===== src/rtl/three_parallel_serializer.sv =====
// three_parallel_serializer: buffers 3-lane frames in a 2-deep FIFO and emits them lane by lane, scaled and saturated
module three_parallel_serializer #(
  parameter int IN_W  = 64,
  parameter int OUT_W = 16,
  parameter int SHIFT = 15
) (
  input  logic                    clk,
  input  logic                    rst,
  input  logic signed [IN_W-1:0]  din0,
  input  logic signed [IN_W-1:0]  din1,
  input  logic signed [IN_W-1:0]  din2,
  input  logic                    in_valid,
  output logic                    in_ready,
  output logic signed [OUT_W-1:0] dout,
  output logic                    dout_valid,
  input  logic                    dout_ready,
  output logic [1:0]              dout_lane,
  output logic                    dout_sat
);
  localparam logic signed [IN_W-1:0] MAX = {{(IN_W-OUT_W+1){1'b0}}, {(OUT_W-1){1'b1}}};
  localparam logic signed [IN_W-1:0] MIN = {{(IN_W-OUT_W+1){1'b1}}, {(OUT_W-1){1'b0}}};
  logic signed [IN_W-1:0] r_mem [2][3];
  logic [1:0] r_count;
  logic [1:0] r_lane;
  logic r_wr_ptr;
  logic r_rd_ptr;
  logic w_push;
  logic w_xfer;
  logic w_pop;
  logic w_hi;
  logic w_lo;
  logic signed [IN_W-1:0] w_head;
  logic signed [IN_W-1:0] w_t;
  assign in_ready   = !rst && !r_count[1];
  assign dout_valid = r_count != 2'd0;
  assign w_push     = in_valid && in_ready;
  assign w_xfer     = dout_valid && dout_ready;
  assign w_pop      = w_xfer && r_lane == 2'd2;
  // Select the lane of the head frame that is currently being presented, then scale and clamp it
  always_comb begin
    w_head    = r_lane == 2'd2 ? r_mem[r_rd_ptr][2] : r_lane == 2'd1 ? r_mem[r_rd_ptr][1] : r_mem[r_rd_ptr][0];
    w_t       = w_head >>> SHIFT;
    w_hi      = w_t > MAX;
    w_lo      = w_t < MIN;
    dout      = !dout_valid ? '0 : w_hi ? MAX[OUT_W-1:0] : w_lo ? MIN[OUT_W-1:0] : w_t[OUT_W-1:0];
    dout_sat  = dout_valid && (w_hi || w_lo);
    dout_lane = dout_valid ? r_lane : 2'd0;
  end
  // Frame storage is left unreset; occupancy alone decides what is visible
  always_ff @(posedge clk)
    if (w_push) begin
      r_mem[r_wr_ptr][0] <= din0;
      r_mem[r_wr_ptr][1] <= din1;
      r_mem[r_wr_ptr][2] <= din2;
    end
  // Occupancy, pointers and lane counter; the head frame is released after its last lane leaves
  always_ff @(posedge clk)
    if (rst) begin
      r_count  <= 2'd0;
      r_lane   <= 2'd0;
      r_wr_ptr <= 1'b0;
      r_rd_ptr <= 1'b0;
    end else begin
      if (w_push) r_wr_ptr <= ~r_wr_ptr;
      if (w_pop) r_rd_ptr <= ~r_rd_ptr;
      if (w_xfer) r_lane <= w_pop ? 2'd0 : r_lane + 2'd1;
      r_count <= r_count + 2'(w_push) - 2'(w_pop);
    end
endmodule


===== config.mk =====
export PLATFORM = sky130hd
export DESIGN_NAME = three_parallel_serializer
export DESIGN_NICKNAME = d
export VERILOG_FILES = /design/src/rtl/three_parallel_serializer.sv
export SDC_FILE = /design/constraint.sdc
export NUM_CORES = 1
export LEC_CHECK = 0
export ABC_AREA = 1
export BUFFER_PORTS_ARGS = -buffer_cell sky130_fd_sc_hd__buf_4
export CAP_MARGIN = 20
export CORE_ASPECT_RATIO = 1.75
export CORE_MARGIN = 3
export CORE_UTILIZATION = 50
export DETAILED_ROUTE_END_ITERATION = 6
export GPL_ROUTABILITY_DRIVEN = 0
export GPL_TIMING_DRIVEN = 0
export MAX_ROUTING_LAYER = met4
export PLACE_DENSITY = 0.82
export RECOVER_POWER = 50
export SLEW_MARGIN = 30
export SYNTH_ARGS = -nofsm -noshare
export SYNTH_HDL_FRONTEND = slang
export SYNTH_SLANG_ARGS = --single-unit

===== constraint.sdc =====
create_clock -name clk -period 7.15 [get_ports clk]
set_input_delay 0.3575 -clock clk [delete_from_list [all_inputs] [get_ports clk]]
set_output_delay 0.3575 -clock clk [all_outputs]
set_load 0.01 [all_outputs]

==> impl_metrics.tcl <==
set metrics [dict create \
    status "finished clean" \
    p_per_area_nw_per_um2 256.0 \
    overflow 0 \
    grt_pass1_vias 9099 \
    synth_top_area_share_pct 73.47 \
    start_util_pct 51.10 \
    cts_made_buffers 25 \
    nNetsFinal 1445 \
    io_buffers 170 \
    p_sw_mw 0.8811 \
    ir_worst_vdd_mv 0.2354 \
    drc 0 \
    n_fill_cell 1802 \
    rsz0062_at_grt "no" \
    clk_latency_ns 0.53 \
    crit_type "reg2out" \
    core_um2 23520 \
    clk_pin_slew_ns 0.07 \
    max_cap_violations 0 \
    yosys_most_used_dff "edfxtp_1" \
    end_kind "primary output" \
    critPathMaxStageDelay_ns 0.51 \
    antenna_found_initial 3 \
    syn-num-nets 1173 \
    avgSynthCellArea_um2 12.32 \
    netlist_area_um2 12020 \
    maxSlewViolCount 0 \
    layout_min_cycle_time_ns 3.687 \
    synth_area_leaders "edfxtp_1 73%, nand2_1 7.2%, nand3_1 4.2%" \
    synth_edf_count 294 \
    combPwrFrac_pct 10.9 \
    fin_crit_sh_pct 51.57 \
    p_sw_share_pct 22.45 \
    fin_skew_ns 0.01337 \
    p_int_mw 3.044 \
    area_delta_synth_final_pct 27.58 \
    cts_tree "yes" \
    cpMaxStageDelayCell "clkbuf_1" \
    drt-initial-drc-count 655 \
    fmax_ghz 0.2712 \
    syn_inst 975 \
    worst_pin_slew_ns 1.181 \
    power_leakage_nw 5.778 \
    p_clk_share_pct 37.5 \
    cts.sinks 301 \
    post-dp-hpwl_mm 22.70 \
    grt_max_degree 25 \
    synth_common_cells "294 x edfxtp_1, 232 x nand2_1, 118 x nor2_1" \
    finalSetupViolations 0 \
    seq_area_frac_synth_pct 74.64 \
    relSlewSlack_pct 21.26 \
    pwr-share-seq_pct 51.6 \
    die_area_um2 26000 \
    ys_warn_count 0 \
    cp-start-kind "register" \
    postRouteAntennaNets 0 \
    ios 217 \
    synth_area_leader_cell "edfxtp_1" \
    drive_above_1_share_pct 17.38 \
    stdcell_area_um2 15330 \
    grt_pass1_wl_mm 47.41 \
    synth_cell_type_count 27 \
    firstDrtPassIters 5 \
    hp-class "in2reg" \
    cp_cell_sequence "inv_1 > nand2_1 > clkbuf_1 > nand3_1 > o21ai_1 > nand4_1 > nor2_1 > nand3_1 > nand2_2 > buf_6 > nand2_1 > a21oi_1 > buf_4" \
    hold_violations 0 \
    cp_max_fo 10 \
    via_per_inst 5.437 \
    cts-root-buf "clkbuf_16" \
    die_height_um 211.1 \
    drt-total-wl_mm 31.14 \
    synth.most_common_cell "edfxtp_1" \
    die-width_um 123.2 \
    critical_path_arrival_ns 3.33 \
    tns_ns 0 \
    ys_ff_latch 301 \
    rows 74 \
    cts.path.max_buffers 3 \
    grt_use_total_pct 24.83 \
    cts_max_level 1 \
    crit_required_ns 6.79 \
    synth-async-reset-ratio_pct 0 \
    drt-wirelength-per-cell_um 19.79 \
    placed_area_um2 14060 \
    vias 8553 \
]
## sequential cells by signal (all words and copies together), names as in the netlist, named ones only
signal and count:
r_count 2, r_lane 2, r_mem 294, r_rd_ptr 1, r_wr_ptr 1
## logic make-up (layout without fill, tap and decap cells)
logic type / after synthesis / after routing / synth area share, %
xor gates and xnor gates: 2 / 2 / 0.1458
other: 0 / 3 / 0
adders and majority gates: 2 / 2 / 0.2082
DFF: 301 / 301 / 74.64
buffers and inverters: 70 / 361 / 2.905
AOI/OAI and AO/OA: 140 / 140 / 6.508
and+or+nand+nor: 460 / 460 / 15.60
## per-layer routing
metal	global-route usage (%)	share of wire [%]
met3	3.430	6.3
met1	24.82	32
met2	46.56	57
met4	11.17	4.5
met5	-	0
## placed cells by master (no fill, tap or decap), types with 10 or more instances in the layout
| master | netlist | routed |
|---|---|---|
| edfxtp_1 | 294 | 294 |
| nand2_1 | 232 | 233 |
| nor2_1 | 118 | 117 |
| nand3_1 | 101 | 101 |
| clkbuf_4 | 0 | 94 |
| clkbuf_1 | 9 | 65 |
| o21ai_0 | 63 | 63 |
| dlygate4sd3_1 | 0 | 61 |
| a21oi_1 | 49 | 49 |
| buf_2 | 36 | 35 |
| buf_4 | 7 | 28 |
| clkbuf_16 | 0 | 25 |
| a221o_1 | 15 | 15 |
| buf_16 | 0 | 12 |
| inv_1 | 11 | 11 |
| o21ai_1 | 10 | 10 |
## final timing paths
kind / cells past startpoint / slack, ns / to / start
max: 13 / 3.46 / dout[11] / r_lane[0]
min: 1 / 0.04 / r_mem[0][97] / din1[33]
max reg2reg: 6 / 3.99 / r_mem[1][160] / r_count[1]
min reg2reg: 2 / 0.49 / r_lane[0] / r_lane[0]
## area by class of cell
cell class	instances	area, µm²	share of cell area (%)
sequential	301	8969	58.50
multi-input combinational	604	2704	17.64
timing repair buffer	245	2029	13.24
clock buffer	26	629.4	4.105
tap	304	380.4	2.481
buffer	56	295.3	1.926
clock inverter	20	264.0	1.722
inverter	14	52.55	0.3428
antenna	3	7.507	0.04897
## critical path, delay by kind of cell (launching register included)
kind / cells / cell delay [ns]
AO/OA/AOI/OAI: 2 / 0.40
buffers and inverters: 4 / 0.94
flip-flops: 1 / 0.35
AND/OR/NAND/NOR: 7 / 1.09
## what timing repair did
item | in CTS | in global routing
endpoints found under the hold margin | 111 | 7
setup buffers | 0 | 0
gates resized for setup | 0 | 0
hold buffers | 57 | 4
## power groups by stage
stage / logic [mW] / clock network, mW / registers (mW)
finish: 0.430 / 1.47 / 2.03
global route: 0.468 / 1.56 / 2.03
CTS: 0.443 / 1.48 / 2.02
detailed placement: 0.413 / 0 / 2.06
global placement: 0.377 / 0 / 2.07
floorplan: 0.203 / 0 / 2.07
## metrics by stage
step	instances	hold WS (ns)	util, %	setup slack [ns]	power (mW)
6_report	1573	0.04258	65.19	3.463	3.925
5_1_grt	1573	0.02554	65.19	3.289	4.055
4_1_cts	1566	0.0001145	66.01	3.620	3.953
3_5_place_dp	1463	0.4744	59.79	4.196	2.476
3_3_place_gp	1449	0.4632	58.16	0.1462	2.451
2_1_floorplan	975	0.4471	-	1.921	2.271
Note: power is estimated with default switching activity, not from simulation.
